## src/rtl/vga_pkg.sv

```systemverilog
// Shared constants and types for the pixel-plot path into the framebuffer.
package vga_pkg;

    localparam int unsigned H_RES_DEF      = 160;
    localparam int unsigned V_RES_DEF      = 120;
    localparam int unsigned COLOUR_BITS    = 3;
    localparam int unsigned ADDR_W         = 15;
    localparam int unsigned FIFO_DEPTH_DEF = 4;

    typedef enum logic [1:0] {
        IDLE,
        WRITE,
        CLEAR
    } state_t;

    typedef struct packed {
        logic [ADDR_W-1:0]      addr;
        logic [COLOUR_BITS-1:0] colour;
    } plot_entry_t;

    localparam int unsigned ENTRY_W = $bits(plot_entry_t);

endpackage

```

## src/rtl/plot_fifo.sv

```systemverilog
// Small synchronous FIFO with flush; head_next_c is the head as it will be
// after this cycle's push/pop, so the caller can register it without a bubble.
module plot_fifo #(
    parameter int unsigned DEPTH = 4,
    parameter int unsigned WIDTH = 18
) (
    input  logic                     clk,
    input  logic                     rst_n,
    input  logic                     push,
    input  logic                     pop,
    input  logic                     flush,
    input  logic [WIDTH-1:0]         wdata,
    output logic                     full,
    output logic                     empty,
    output logic [$clog2(DEPTH):0]   count,
    output logic [WIDTH-1:0]         head_next_c
);

    localparam int unsigned PW = $clog2(DEPTH);
    localparam int unsigned CW = PW + 1;

    logic [WIDTH-1:0] mem [DEPTH];
    logic [PW-1:0]    wr_ptr;
    logic [PW-1:0]    rd_ptr;
    logic [PW-1:0]    rd_adv;
    logic             do_push;
    logic             do_pop;

    assign full    = (count == CW'(DEPTH));
    assign empty   = (count == '0);
    assign do_push = push & ~full;
    assign do_pop  = pop & ~empty;
    assign rd_adv  = do_pop ? rd_ptr + PW'(1) : rd_ptr;

    // Write-through when the FIFO would otherwise be empty after the pop.
    assign head_next_c = ((count - CW'(do_pop)) == '0) ? wdata : mem[rd_adv];

    always_ff @(posedge clk or negedge rst_n) begin
        if (!rst_n) begin
            wr_ptr <= '0;
            rd_ptr <= '0;
            count  <= '0;
        end else if (flush) begin
            wr_ptr <= '0;
            rd_ptr <= '0;
            count  <= '0;
        end else begin
            if (do_push) wr_ptr <= wr_ptr + PW'(1);
            if (do_pop)  rd_ptr <= rd_ptr + PW'(1);
            count <= count + CW'(do_push) - CW'(do_pop);
        end
    end

    always_ff @(posedge clk) begin
        if (do_push && !flush) mem[wr_ptr] <= wdata;
    end

endmodule

```

## src/rtl/plot_receiver.sv

```systemverilog
// Pixel-plot sink: address compute, plot FIFO and framebuffer write engine.
// Full-screen clear engine is built only when PLOT_CLEAR_EN is defined.
module plot_receiver
    import vga_pkg::*;
#(
    parameter int unsigned H_RES      = H_RES_DEF,
    parameter int unsigned V_RES      = V_RES_DEF,
    parameter int unsigned FIFO_DEPTH = FIFO_DEPTH_DEF
) (
    input  logic                   clk,
    input  logic                   reset,
    input  logic [8:0]             iX,
    input  logic [7:0]             iY,
    input  logic [COLOUR_BITS-1:0] iColour,
    input  logic                   iPlot,
    output logic                   oReady,
    input  logic                   iClear,
    input  logic [COLOUR_BITS-1:0] iClearColour,
    output logic [ADDR_W-1:0]      oMemAddr,
    output logic [COLOUR_BITS-1:0] oMemData,
    output logic                   oMemWe,
    input  logic                   iMemReady,
    output logic                   oBusy,
    output logic [7:0]             oDropCount
);

    localparam int unsigned CW = $clog2(FIFO_DEPTH) + 1;
    localparam logic [ADDR_W-1:0] LAST_ADDR = ADDR_W'(H_RES * V_RES - 1);

    state_t                 state, state_d;
    logic [ADDR_W-1:0]      addr_d;
    logic [COLOUR_BITS-1:0] data_d;
    logic                   we_d;
    logic                   in_range, accept, push, pop, handshake, flush;
    logic [ADDR_W-1:0]      plot_addr;
    plot_entry_t            push_entry, head_next;
    logic                   fifo_full, fifo_empty;
    logic [CW-1:0]          fifo_count, fifo_left;

    assign in_range   = (32'(iX) < H_RES) && (32'(iY) < V_RES);
    assign plot_addr  = ADDR_W'(iY) * ADDR_W'(H_RES) + ADDR_W'(iX);
    assign push_entry = '{addr: plot_addr, colour: iColour};
    assign accept     = iPlot & oReady;
    assign push       = accept & in_range;
    assign handshake  = oMemWe & iMemReady;
    assign pop        = (state == WRITE) & handshake;
    assign fifo_left  = fifo_count - CW'(pop) + CW'(push);

`ifdef PLOT_CLEAR_EN
    logic                   clear_req, clr_pend, pend_d;
    logic [COLOUR_BITS-1:0] clr_colour, colour_d;

    assign clear_req = iClear;
    assign oReady    = ~fifo_full & (state != CLEAR) & ~clr_pend;
    assign oBusy     = (fifo_count != '0) | (state == CLEAR) | clr_pend;

    always_ff @(posedge clk or negedge reset) begin
        if (!reset) begin
            clr_pend   <= 1'b0;
            clr_colour <= '0;
        end else begin
            clr_pend   <= pend_d;
            clr_colour <= colour_d;
        end
    end
`else
    logic unused_clear;

    assign unused_clear = ^{iClear, iClearColour};
    assign oReady       = ~fifo_full;
    assign oBusy        = (fifo_count != '0);
`endif

    plot_fifo #(
        .DEPTH (FIFO_DEPTH),
        .WIDTH (ENTRY_W)
    ) u_fifo (
        .clk         (clk),
        .rst_n       (reset),
        .push        (push),
        .pop         (pop),
        .flush       (flush),
        .wdata       (push_entry),
        .full        (fifo_full),
        .empty       (fifo_empty),
        .count       (fifo_count),
        .head_next_c (head_next)
    );

    always_ff @(posedge clk or negedge reset) begin
        if (!reset) begin
            state    <= IDLE;
            oMemAddr <= '0;
            oMemData <= '0;
            oMemWe   <= 1'b0;
        end else begin
            state    <= state_d;
            oMemAddr <= addr_d;
            oMemData <= data_d;
            oMemWe   <= we_d;
        end
    end

    // Next state and next write-port contents; the port always shows the FIFO head in WRITE.
    always_comb begin
        state_d = state;
        addr_d  = oMemAddr;
        data_d  = oMemData;
        we_d    = oMemWe;
        flush   = 1'b0;
`ifdef PLOT_CLEAR_EN
        pend_d   = clr_pend;
        colour_d = clear_req ? iClearColour : clr_colour;
`endif
        case (state)
            IDLE: begin
                we_d = 1'b0;
`ifdef PLOT_CLEAR_EN
                if (clear_req) begin
                    state_d = CLEAR;
                    flush   = 1'b1;
                    addr_d  = '0;
                    data_d  = iClearColour;
                    we_d    = 1'b1;
                end else
`endif
                if (push || !fifo_empty) begin
                    state_d = WRITE;
                    addr_d  = head_next.addr;
                    data_d  = head_next.colour;
                    we_d    = 1'b1;
                end
            end
            WRITE: begin
                if (handshake) begin
`ifdef PLOT_CLEAR_EN
                    if (clr_pend || clear_req) begin
                        state_d = CLEAR;
                        flush   = 1'b1;
                        addr_d  = '0;
                        data_d  = colour_d;
                        pend_d  = 1'b0;
                    end else
`endif
                    if (fifo_left == '0) begin
                        state_d = IDLE;
                        we_d    = 1'b0;
                    end else begin
                        addr_d = head_next.addr;
                        data_d = head_next.colour;
                    end
                end
`ifdef PLOT_CLEAR_EN
                else if (clear_req) begin
                    pend_d = 1'b1;
                end
`endif
            end
`ifdef PLOT_CLEAR_EN
            CLEAR: begin
                flush = 1'b1;
                we_d  = 1'b1;
                if (clear_req) begin
                    addr_d = '0;
                    data_d = iClearColour;
                end else if (handshake) begin
                    if (oMemAddr == LAST_ADDR) begin
                        state_d = IDLE;
                        we_d    = 1'b0;
                        addr_d  = '0;
                    end else begin
                        addr_d = oMemAddr + ADDR_W'(1);
                    end
                end
            end
`endif
            default: begin
                state_d = IDLE;
                we_d    = 1'b0;
            end
        endcase
    end

    // Saturating count of accepted beats with out-of-range coordinates.
    always_ff @(posedge clk or negedge reset) begin
        if (!reset) begin
            oDropCount <= '0;
        end else if (accept && !in_range && oDropCount != 8'd255) begin
            oDropCount <= oDropCount + 8'd1;
        end
    end

endmodule

```

## config.mk

```make
export PLATFORM = sky130hd
export DESIGN_NAME = plot_receiver
export DESIGN_NICKNAME = d
export VERILOG_FILES = /design/src/rtl/vga_pkg.sv /design/src/rtl/plot_fifo.sv /design/src/rtl/plot_receiver.sv
export SDC_FILE = /design/constraint.sdc
export NUM_CORES = 1
export LEC_CHECK = 0
export ABC_AREA = 0
export BUFFER_PORTS_ARGS = -buffer_cell sky130_fd_sc_hd__buf_2
export CAP_MARGIN = 20
export CORE_UTILIZATION = 33
export CTS_BUF_LIST = sky130_fd_sc_hd__clkbuf_8 sky130_fd_sc_hd__clkbuf_16
export DETAILED_ROUTE_END_ITERATION = 6
export GPL_TIMING_DRIVEN = 0
export SYNTH_ARGS = -nofsm -noshare
export SYNTH_HDL_FRONTEND = slang
export SYNTH_SLANG_ARGS = --single-unit
```

## constraint.sdc

```tcl
create_clock -name clk -period 3.2 [get_ports clk]
set_input_delay 0.32 -clock clk [delete_from_list [all_inputs] [get_ports clk]]
set_output_delay 0.32 -clock clk [all_outputs]
set_load 0.02 [all_outputs]
```

==> results of run 1 <==
==> power groups by stage <==
stage | logic (mW) | clock network, mW | registers (mW)
4_1_cts | 2.39 | 1.18 | 1.99
2_1_floorplan | 1.55 | 0 | 2.17
3_3_place_gp | 2.30 | 0 | 2.00
3_5_place_dp | 2.36 | 0 | 2.01
5_1_grt | 2.58 | 1.23 | 2.02
6_report | 2.36 | 1.16 | 1.98
==> Yosys cell counts, drive strengths merged (4+ instances only) <==
library cell	number
edfxtp	72
dfrtp	35
mux4	28
ha	27
nor2	24
inv	21
nand2	17
a211oi	15
mux2i	15
nor3	15
xnor2	15
buf	10
o21ai	9
xor2	7
a21oi	6
nand4	6
and2	5
nand3	5
nor3b	5
a31oi	4
fa	4
nor2b	4
==> timing repair <==
item,in CTS,in global routing
resized for setup,2,5
gates cloned,0,0
buffers inserted,2,0
endpoints found under the setup margin,16,5
==> final timing paths <==
check	slack [ps]	startpoint	endpoint
max	220	u_fifo.count[1]	oMemAddr[12]
min	110	reset	oDropCount[0]
max reg2reg	220	u_fifo.count[1]	oMemAddr[12]
min reg2reg	490	oMemAddr[11]	oMemAddr[11]
max in group asynchronous	2460	reset	u_fifo.count[2]
min in group clk	210	iX[0]	u_fifo.mem[3][3]
==> metal layers <==
layer	up-vias	wire (um)	global-route usage
met5	-	0	0
met4	0	101	0.0326
met3	9	712	0.0387
met2	77	6070	0.255
met1	1680	5190	0.179
li1	1581	-	-
==> cells by family (layout without fill, tap and decap cells) <==
family	Yosys count	count (layout)	synth area share
xor+xnor	23	23	0.0447
buf+inv	33	103	0.0303
fa+ha+maj	31	31	0.0740
simple gates	94	94	0.103
mux	45	45	0.142
flops	107	107	0.538
compound gates	46	46	0.0680
==> placed cells by master (no fill, tap or decap), types with 3 or more instances in the layout <==
master                       n
sky130_fd_sc_hd__edfxtp_1   72
sky130_fd_sc_hd__fa_1        4
sky130_fd_sc_hd__and3_1      3
sky130_fd_sc_hd__mux4_2     28
sky130_fd_sc_hd__a211oi_1    5
sky130_fd_sc_hd__nor2_1     13
sky130_fd_sc_hd__nand3_1     4
sky130_fd_sc_hd__nor3b_1     4
sky130_fd_sc_hd__a21oi_1     5
sky130_fd_sc_hd__and2_1      5
sky130_fd_sc_hd__buf_4       5
sky130_fd_sc_hd__nor2b_1     4
sky130_fd_sc_hd__o21ai_0     7
sky130_fd_sc_hd__xor2_1      7
sky130_fd_sc_hd__a211oi_2   10
sky130_fd_sc_hd__nor2_4      7
sky130_fd_sc_hd__nor2_2      4
sky130_fd_sc_hd__mux2i_1    15
sky130_fd_sc_hd__buf_2      55
sky130_fd_sc_hd__ha_1       27
sky130_fd_sc_hd__nand2_1    17
sky130_fd_sc_hd__nor3_1     12
sky130_fd_sc_hd__clkbuf_16   9
sky130_fd_sc_hd__xnor2_1    13
sky130_fd_sc_hd__inv_1      23
sky130_fd_sc_hd__nand4_1     5
sky130_fd_sc_hd__dfrtp_1    34
==> state kept, by name (all words and copies together), names as in the netlist <==
name,count
oMemData,3
oDropCount,8
u_fifo.rd_ptr,2
state,1
u_fifo.mem,72
u_fifo.wr_ptr,2
u_fifo.count,3
oMemAddr,15
oMemWe,1
==> area by class of cell <==
type,count,area share
Inverter,21,0.0121
Sequential cell,107,0.465
Timing Repair Buffer,54,0.0421
Buffer,12,0.0148
Tap cell,220,0.0421
Clock buffer,9,0.0345
Multi-Input combinational cell,239,0.376
Clock inverter,7,0.0130
==> Flow_metrics.wiki, run 1 <==
{| class="wikitable"
! Metric !! Value
|-
| Total number of cells along the worst setup path || 12
|-
| Setup CP Type || reg -> reg
|-
| Sequential cell area || roughly 3000 um2
|-
| Number of antenna violations at the first check in global routing || 0
|-
| Switching component of the power || approximately 2 mW
|-
| Final min period || 2980 ps
|-
| Synthesis-stage register bit count || about 110
|-
| TritonCTS Sinks || 107
|-
| Yosys warns || 0
|-
| Share of the synthesized area in the top cell type || 0.383
|-
| Final cell count without fillers || approximately 670
|-
| Clock transition time at the flip-flop clock pins of the worst setup and hold paths || ~70 ps
|-
| Count of final setup violators || 0
|-
| Setup repair after global routing missed its margin || false
|-
| Util after Layout || 0.392
|-
| Placement row count || 47
|-
| Max H-tree Level || 3
|-
| Detail-routed via count per cell || 5.00
|-
| Power share of the clock group || 0.210
|-
| Number of buffer and inverter stages on the critical path || 2
|-
| Leakage dissipation || between 2 and 3 nW
|-
| Post-synthesis instance area || 5650 um2
|-
| Final RePlAce weighted congestion || ~0.77
|-
| Die Width || 133 um
|-
| Final hold violation count || 0
|-
| Worst r2r path cells || 12
|-
| Final instance area || 6530 um2
|-
| Total internal power || approximately 3.5 mW
|-
| Total power consumption of the routed design || 5.51 mW
|-
| Dpl ws || -191 ps
|-
| CP max stage cell || sky130_fd_sc_hd__dfrtp_1
|-
| CTS Root Cell || sky130_fd_sc_hd__clkbuf_16
|-
| Clock buffer count from CTS || 9
|-
| Filler instances || roughly 1600
|-
| Total negative slack for setup checks || 0 ps
|-
| Pwr Density || about 840 nW/um2
|-
| Kind of path behind the tightest hold check || in -> async
|-
| Count of maximum capacitance violations || 0
|-
| Full die area || 17600 um2
|-
| Pins Over Slew Limit || 0
|-
| Synthesis-to-finish area growth || 15.6%
|-
| Ratio of final minimum period to clock period || 0.931
|-
| Slowest Stage Delay on Critical Path || about 460 ps
|-
| Global-route congestion overflow total || 0
|-
| Clock tree from TritonCTS || built
|-
| Count of cell types in the netlist || between 50 and 60
|-
| Number of cells produced by synthesis || approximately 380
|-
| Fraction of layout instances using a drive strength above 1 || 0.323
|-
| Critical path's top delay family || simple AND/OR/NAND/NOR gates
|-
| Number of nets produced by synthesis || ~440
|-
| Slew Limit Headroom || 0.290
|-
| Most area-consuming cells after synthesis || sky130_fd_sc_hd__edfxtp_1 38%, sky130_fd_sc_hd__dfrtp_1 16%, sky130_fd_sc_hd__mux4_2 11%
|-
| Crit path cell chain || or3b_4 > nand4_2 > inv_1 > ha_1 > fa_1 > xnor3_1 > nor3_4 > nor2_2 > nor2_4 > buf_6 > nor2_1 > a221o_1
|-
| Via total after detailed routing || 3347
|-
| Fin Hold WS || between 100 and 150 ps
|-
| Drt wl/cell || ~18 um
|-
| Cell area reported after detailed placement || 6190 um2
|-
| Number of enable flip-flop cells after synthesis || about 70
|-
| Data arrival time of the critical path || around 3200 ps
|-
| Area of the multi-input gates || approximately 2500 um2
|-
| Sequential share of the synthesized area || 0.538
|-
| Ys async rst share || 0.327
|-
| Pin count of the biggest net entering global routing || 36
|-
| Post-synth top flop || sky130_fd_sc_hd__edfxtp_1
|-
| Leading area contributor after synthesis || sky130_fd_sc_hd__edfxtp_1
|-
| Global-route total usage across every layer || 0.146
|-
| DRC || 0
|-
| Mean cell area of the mapped netlist || between 10 and 15 um2
|-
| Maximum VDD drop || roughly 400 uV
|-
| Worst Skew || 7.96 ps
|-
| Global-route wire length before repair || 19300 um
|-
| Vias in the first global route || 3580
|-
| CP Launch Type || flip-flop
|-
| Sw Share || 0.365
|-
| I/O pin count || 57
|-
| Clock latency on the worst-skew pair || ~350 ps
|-
| DRT antenna net count || 0
|-
| Hold-fix buffers, CTS || 0
|-
| Fmax || between 300 and 400 MHz
|-
| Die Ht || approximately 130 um
|-
| Kind of capture point of the worst setup path || flip-flop
|-
| Drt total wl || around 12000 um
|-
| Status || finished clean
|-
| Initial Util || 0.340
|-
| Required time of the critical path || ~3400 ps
|-
| Actual slew at the worst max-slew pin || ~1100 ps
|-
| Core Region || ~17000 um2
|-
| Initial detailed-routing violation count || 150
|-
| Part of the total power dissipated in sequential elements || 0.361
|-
| Worst Slack Setup Final || 220 ps
|-
| DRT Pass-1 Iters || 4
|-
| Buffers added on ports || 52
|-
| Maximum buffer depth of the clock tree || 2
|-
| Maximum fanout along the worst path || 10
|-
| Post-layout nets || 503
|-
| Number of diodes || 0
|-
| Combinational Power Share || 0.429
|-
| HPWL after DPL || 8390 um
|-
| Cell count after placement || about 650
|}
(Power assumes the default switching activity.)
==> run 2, diff against run 1 <==
Settings changed: BUFFER_PORTS_ARGS -buffer_cell sky130_fd_sc_hd__buf_2 to default, DONT_BUFFER_PORTS from default to 1.
==> run 2 against run 1 <==
Effect of this change:
- sequential power increased by 12%
- register-to-register slack lost 40 ps
- maximum frequency decreased by 1.4%
- sequential share of layout area rose by 1.0 points
- design area fell by 2.1%
- hold slack got worse by 56 ps
- critical path depth stayed put
- global-route usage about the same
- critical path type unchanged
- critical endpoint unchanged
==> Flow_metrics.wiki, run 2 (synthesis results as in run 1) <==
{| class="wikitable"
! Metric !! Value
|-
| Status || finished clean
|-
| Post-layout nets || 455 (-9.5%)
|-
| Dpl ws || -285 ps (-94.5 ps)
|-
| Worst reg2reg startpoint || u_fifo.count[1]
|-
| Cell area reported after detailed placement || 5930 um2 (-4.2%)
|-
| Final RePlAce weighted congestion || 0.821 (+6.2%)
|-
| Kind of path behind the tightest hold check || in -> reg
|-
| Core Region || 16600 um2 (unchanged)
|-
| Final min period || 3020 ps (+42.7 ps)
|-
| Leading registers by flop count || u_fifo.mem x72, oMemAddr x15, oDropCount x8
|-
| Max H-tree Level || 3 (unchanged)
|-
| Pins Over Slew Limit || 0 (unchanged)
|-
| Critical path's top delay family || simple AND/OR/NAND/NOR gates
|-
| Die Width || 133 um (unchanged)
|-
| Pwr Density || 855 nW/um2 (+1.4%)
|-
| Fmax || 331 MHz (-1.4%)
|-
| Crit path cell chain || or3b_4 > nand4_2 > inv_1 > ha_1 > fa_1 > xnor3_1 > nor3_4 > nor2_2 > nor2_4 > buf_6 > nor2_1 > a221o_1
|-
| Combinational Power Share || 0.360 (-0.069)
|-
| Cell count after placement || 599 (-8.0%)
|-
| Clock transition time at the flip-flop clock pins of the worst setup and hold paths || 70 ps (about the same)
|-
| Full die area || 17600 um2 (unchanged)
|-
| Clock buffer count from CTS || 9 (unchanged)
|-
| Worst hold path depth || 0
|-
| Worst setup endpoint || oMemAddr[12]
|-
| Register name with the most flops || u_fifo.mem
|-
| Worst r2r path cells || 12 (unchanged)
|-
| Power share of the clock group || 0.234 (+0.024)
|-
| Worst R2R End || oMemAddr[12]
|-
| Sw Share || 0.362 (-0.00313)
|-
| Slew Limit Headroom || 0.277 (-0.0125)
|-
| I/O pin count || 57 (unchanged)
|-
| Buffers added on ports || 0 (-100%)
|-
| Initial Util || 0.340 (unchanged)
|-
| Total internal power || 3.49 mW (-0.21%)
|-
| Part of the total power dissipated in sequential elements || 0.406 (+0.045)
|-
| Detail-routed via count per cell || 5.22 (+4.3%)
|-
| Worst Slack Setup Final || 177 ps (-42.7 ps)
|-
| Maximum buffer depth of the clock tree || 2 (unchanged)
|-
| Placement row count || 47 (unchanged)
|-
| Most common cell after layout, fill and taps aside || sky130_fd_sc_hd__edfxtp_1
|-
| Setup CP Type || reg -> reg
|-
| DRT antenna net count || 0 (unchanged)
|-
| Launching element of the worst setup path || u_fifo.count[1]
|-
| Via total after detailed routing || 3240 (-3.2%)
|-
| Filler instances || 1542 (-0.52%)
|-
| Ratio of final minimum period to clock period || 0.945 (+0.0133)
|-
| Number of flip-flops under the largest register name || 72 (unchanged)
|-
| TritonCTS Sinks || 107 (unchanged)
|-
| CP max stage cell || sky130_fd_sc_hd__dfrtp_2
|-
| Leakage dissipation || 2.35 nW (-6.3%)
|-
| Required time of the critical path || 3440 ps (about the same)
|-
| Area of the multi-input gates || 2450 um2 (about the same)
|-
| Clock latency on the worst-skew pair || 360 ps (about the same)
|-
| Slowest Stage Delay on Critical Path || 460 ps (about the same)
|-
| Maximum VDD drop || 393 uV (-1.9%)
|-
| CP Launch Type || flip-flop
|-
| DRC || 0 (unchanged)
|-
| Setup repair after global routing missed its margin || false
|-
| Actual slew at the worst max-slew pin || 1080 ps (+18.8 ps)
|-
| HPWL after DPL || 8090 um (-3.6%)
|-
| Drt wl/cell || 19.3 um (+6.7%)
|-
| Number of buffer and inverter stages on the critical path || 2 (unchanged)
|-
| CTS Root Cell || sky130_fd_sc_hd__clkbuf_16
|-
| Final cell count without fillers || 621 (-7.2%)
|-
| Final instance area || 6400 um2 (-2.1%)
|-
| Sequential cell area || 3040 um2 (about the same)
|-
| Count of maximum capacitance violations || 0 (unchanged)
|-
| Pin count of the biggest net entering global routing || 36 (unchanged)
|-
| Total number of cells along the worst setup path || 12 (unchanged)
|-
| Fraction of layout instances using a drive strength above 1 || 0.247 (-0.0761)
|-
| Worst Skew || 7.32 ps (-0.648 ps)
|-
| Number of antenna violations at the first check in global routing || 0 (unchanged)
|-
| Clock tree from TritonCTS || built
|-
| Drt total wl || 12000 um (-0.99%)
|-
| Worst-case register-to-register setup slack || 180 ps (-40 ps)
|-
| Count of final setup violators || 0 (unchanged)
|-
| Vias in the first global route || 3419 (-4.5%)
|-
| Maximum fanout along the worst path || 10 (unchanged)
|-
| Switching component of the power || 1.98 mW (-1.5%)
|-
| Kind of capture point of the worst setup path || flip-flop
|-
| Die Ht || 133 um (unchanged)
|-
| Fin Hold WS || 54.8 ps (-56.1 ps)
|-
| Global-route total usage across every layer || 0.146 (+0.000454)
|-
| Number of diodes || 0 (unchanged)
|-
| Data arrival time of the critical path || 3260 ps (+50 ps)
|-
| Global-route congestion overflow total || 0 (unchanged)
|-
| Global-route wire length before repair || 19000 um (-1.8%)
|-
| Highest-count cells in the layout ignoring fill and taps || 72 x sky130_fd_sc_hd__edfxtp_1, 33 x sky130_fd_sc_hd__dfrtp_1, 28 x sky130_fd_sc_hd__mux4_2
|-
| Final hold violation count || 0 (unchanged)
|-
| Total power consumption of the routed design || 5.47 mW (-0.70%)
|-
| Synthesis-to-finish area growth || 13.2%
|-
| Initial detailed-routing violation count || 285 (+90%)
|-
| DRT Pass-1 Iters || 4 (unchanged)
|}
-- run 2: per-layer routing --
layer | share of wire | vias to the layer above | track usage
li1 | - | 1481 | -
met5 | 0 | - | 0
met2 | 0.49 | 89 | 0.242
met1 | 0.43 | 1662 | 0.180
met3 | 0.073 | 8 | 0.0521
met4 | 0.0084 | 0 | 0.0364
-- run 2: final cells by class --
type / instances / area share
clock inverters: 6 / 0.0174
clock buffers: 10 / 0.0374
inverters: 21 / 0.0123
well taps: 220 / 0.0430
repair buffers: 6 / 0.0156
flip-flops and latches: 107 / 0.475
multi-input cells: 239 / 0.384
plain buffers: 12 / 0.0151
-- run 2: power groups by stage --
stage / registers, mW / clock network, mW / logic, mW
finish: 2.22 / 1.28 / 1.97
global route: 2.25 / 1.37 / 2.17
CTS: 2.22 / 1.31 / 1.99
detailed placement: 2.25 / 0 / 1.92
global placement: 2.24 / 0 / 1.89
floorplan: 2.17 / 0 / 1.55
-- run 2: worst reg2reg max path: stages, from the launching register on --
cell and delay [ps]:
sky130_fd_sc_hd__dfrtp_2 460, sky130_fd_sc_hd__or3b_4 460, sky130_fd_sc_hd__nand4_2 160, sky130_fd_sc_hd__inv_1 60
sky130_fd_sc_hd__ha_1 210, sky130_fd_sc_hd__fa_1 370, sky130_fd_sc_hd__xnor3_1 230, sky130_fd_sc_hd__nor3_4 170
sky130_fd_sc_hd__nor2_2 70, sky130_fd_sc_hd__nor2_4 140, sky130_fd_sc_hd__buf_6 180, sky130_fd_sc_hd__nor2_1 80
sky130_fd_sc_hd__a221o_1 300
-- run 2: repair_timing --
action / in CTS / in global routing
endpoints found under the setup margin: 16 / 16
hold endpoints to repair: 35 / 0
pin swaps: 0 / 1
gates resized for setup: 3 / 4
setup buffers: 2 / 0
hold buffers: 2 / 0
-- run 2: worst min-delay path by stage --
| stage | from | end |
|---|---|---|
| 2_1_floorplan | reset | oDropCount[0] |
| 3_3_place_gp | reset | oDropCount[1] |
| 3_5_place_dp | reset | oDropCount[1] |
| 4_1_cts | iX[4] | u_fifo.mem[1][7] |
| 5_1_grt | iX[1] | u_fifo.mem[3][4] |
| 6_report | iX[4] | u_fifo.mem[1][7] |
-- run 2: through the flow --
stage                     TNS (ps)  utilization
final                            0        0.384
after CTS                        0        0.380
after detailed placement     -3840        0.356
after global placement       -3960        0.356
after floorplan                  0            -
after global routing             0        0.384
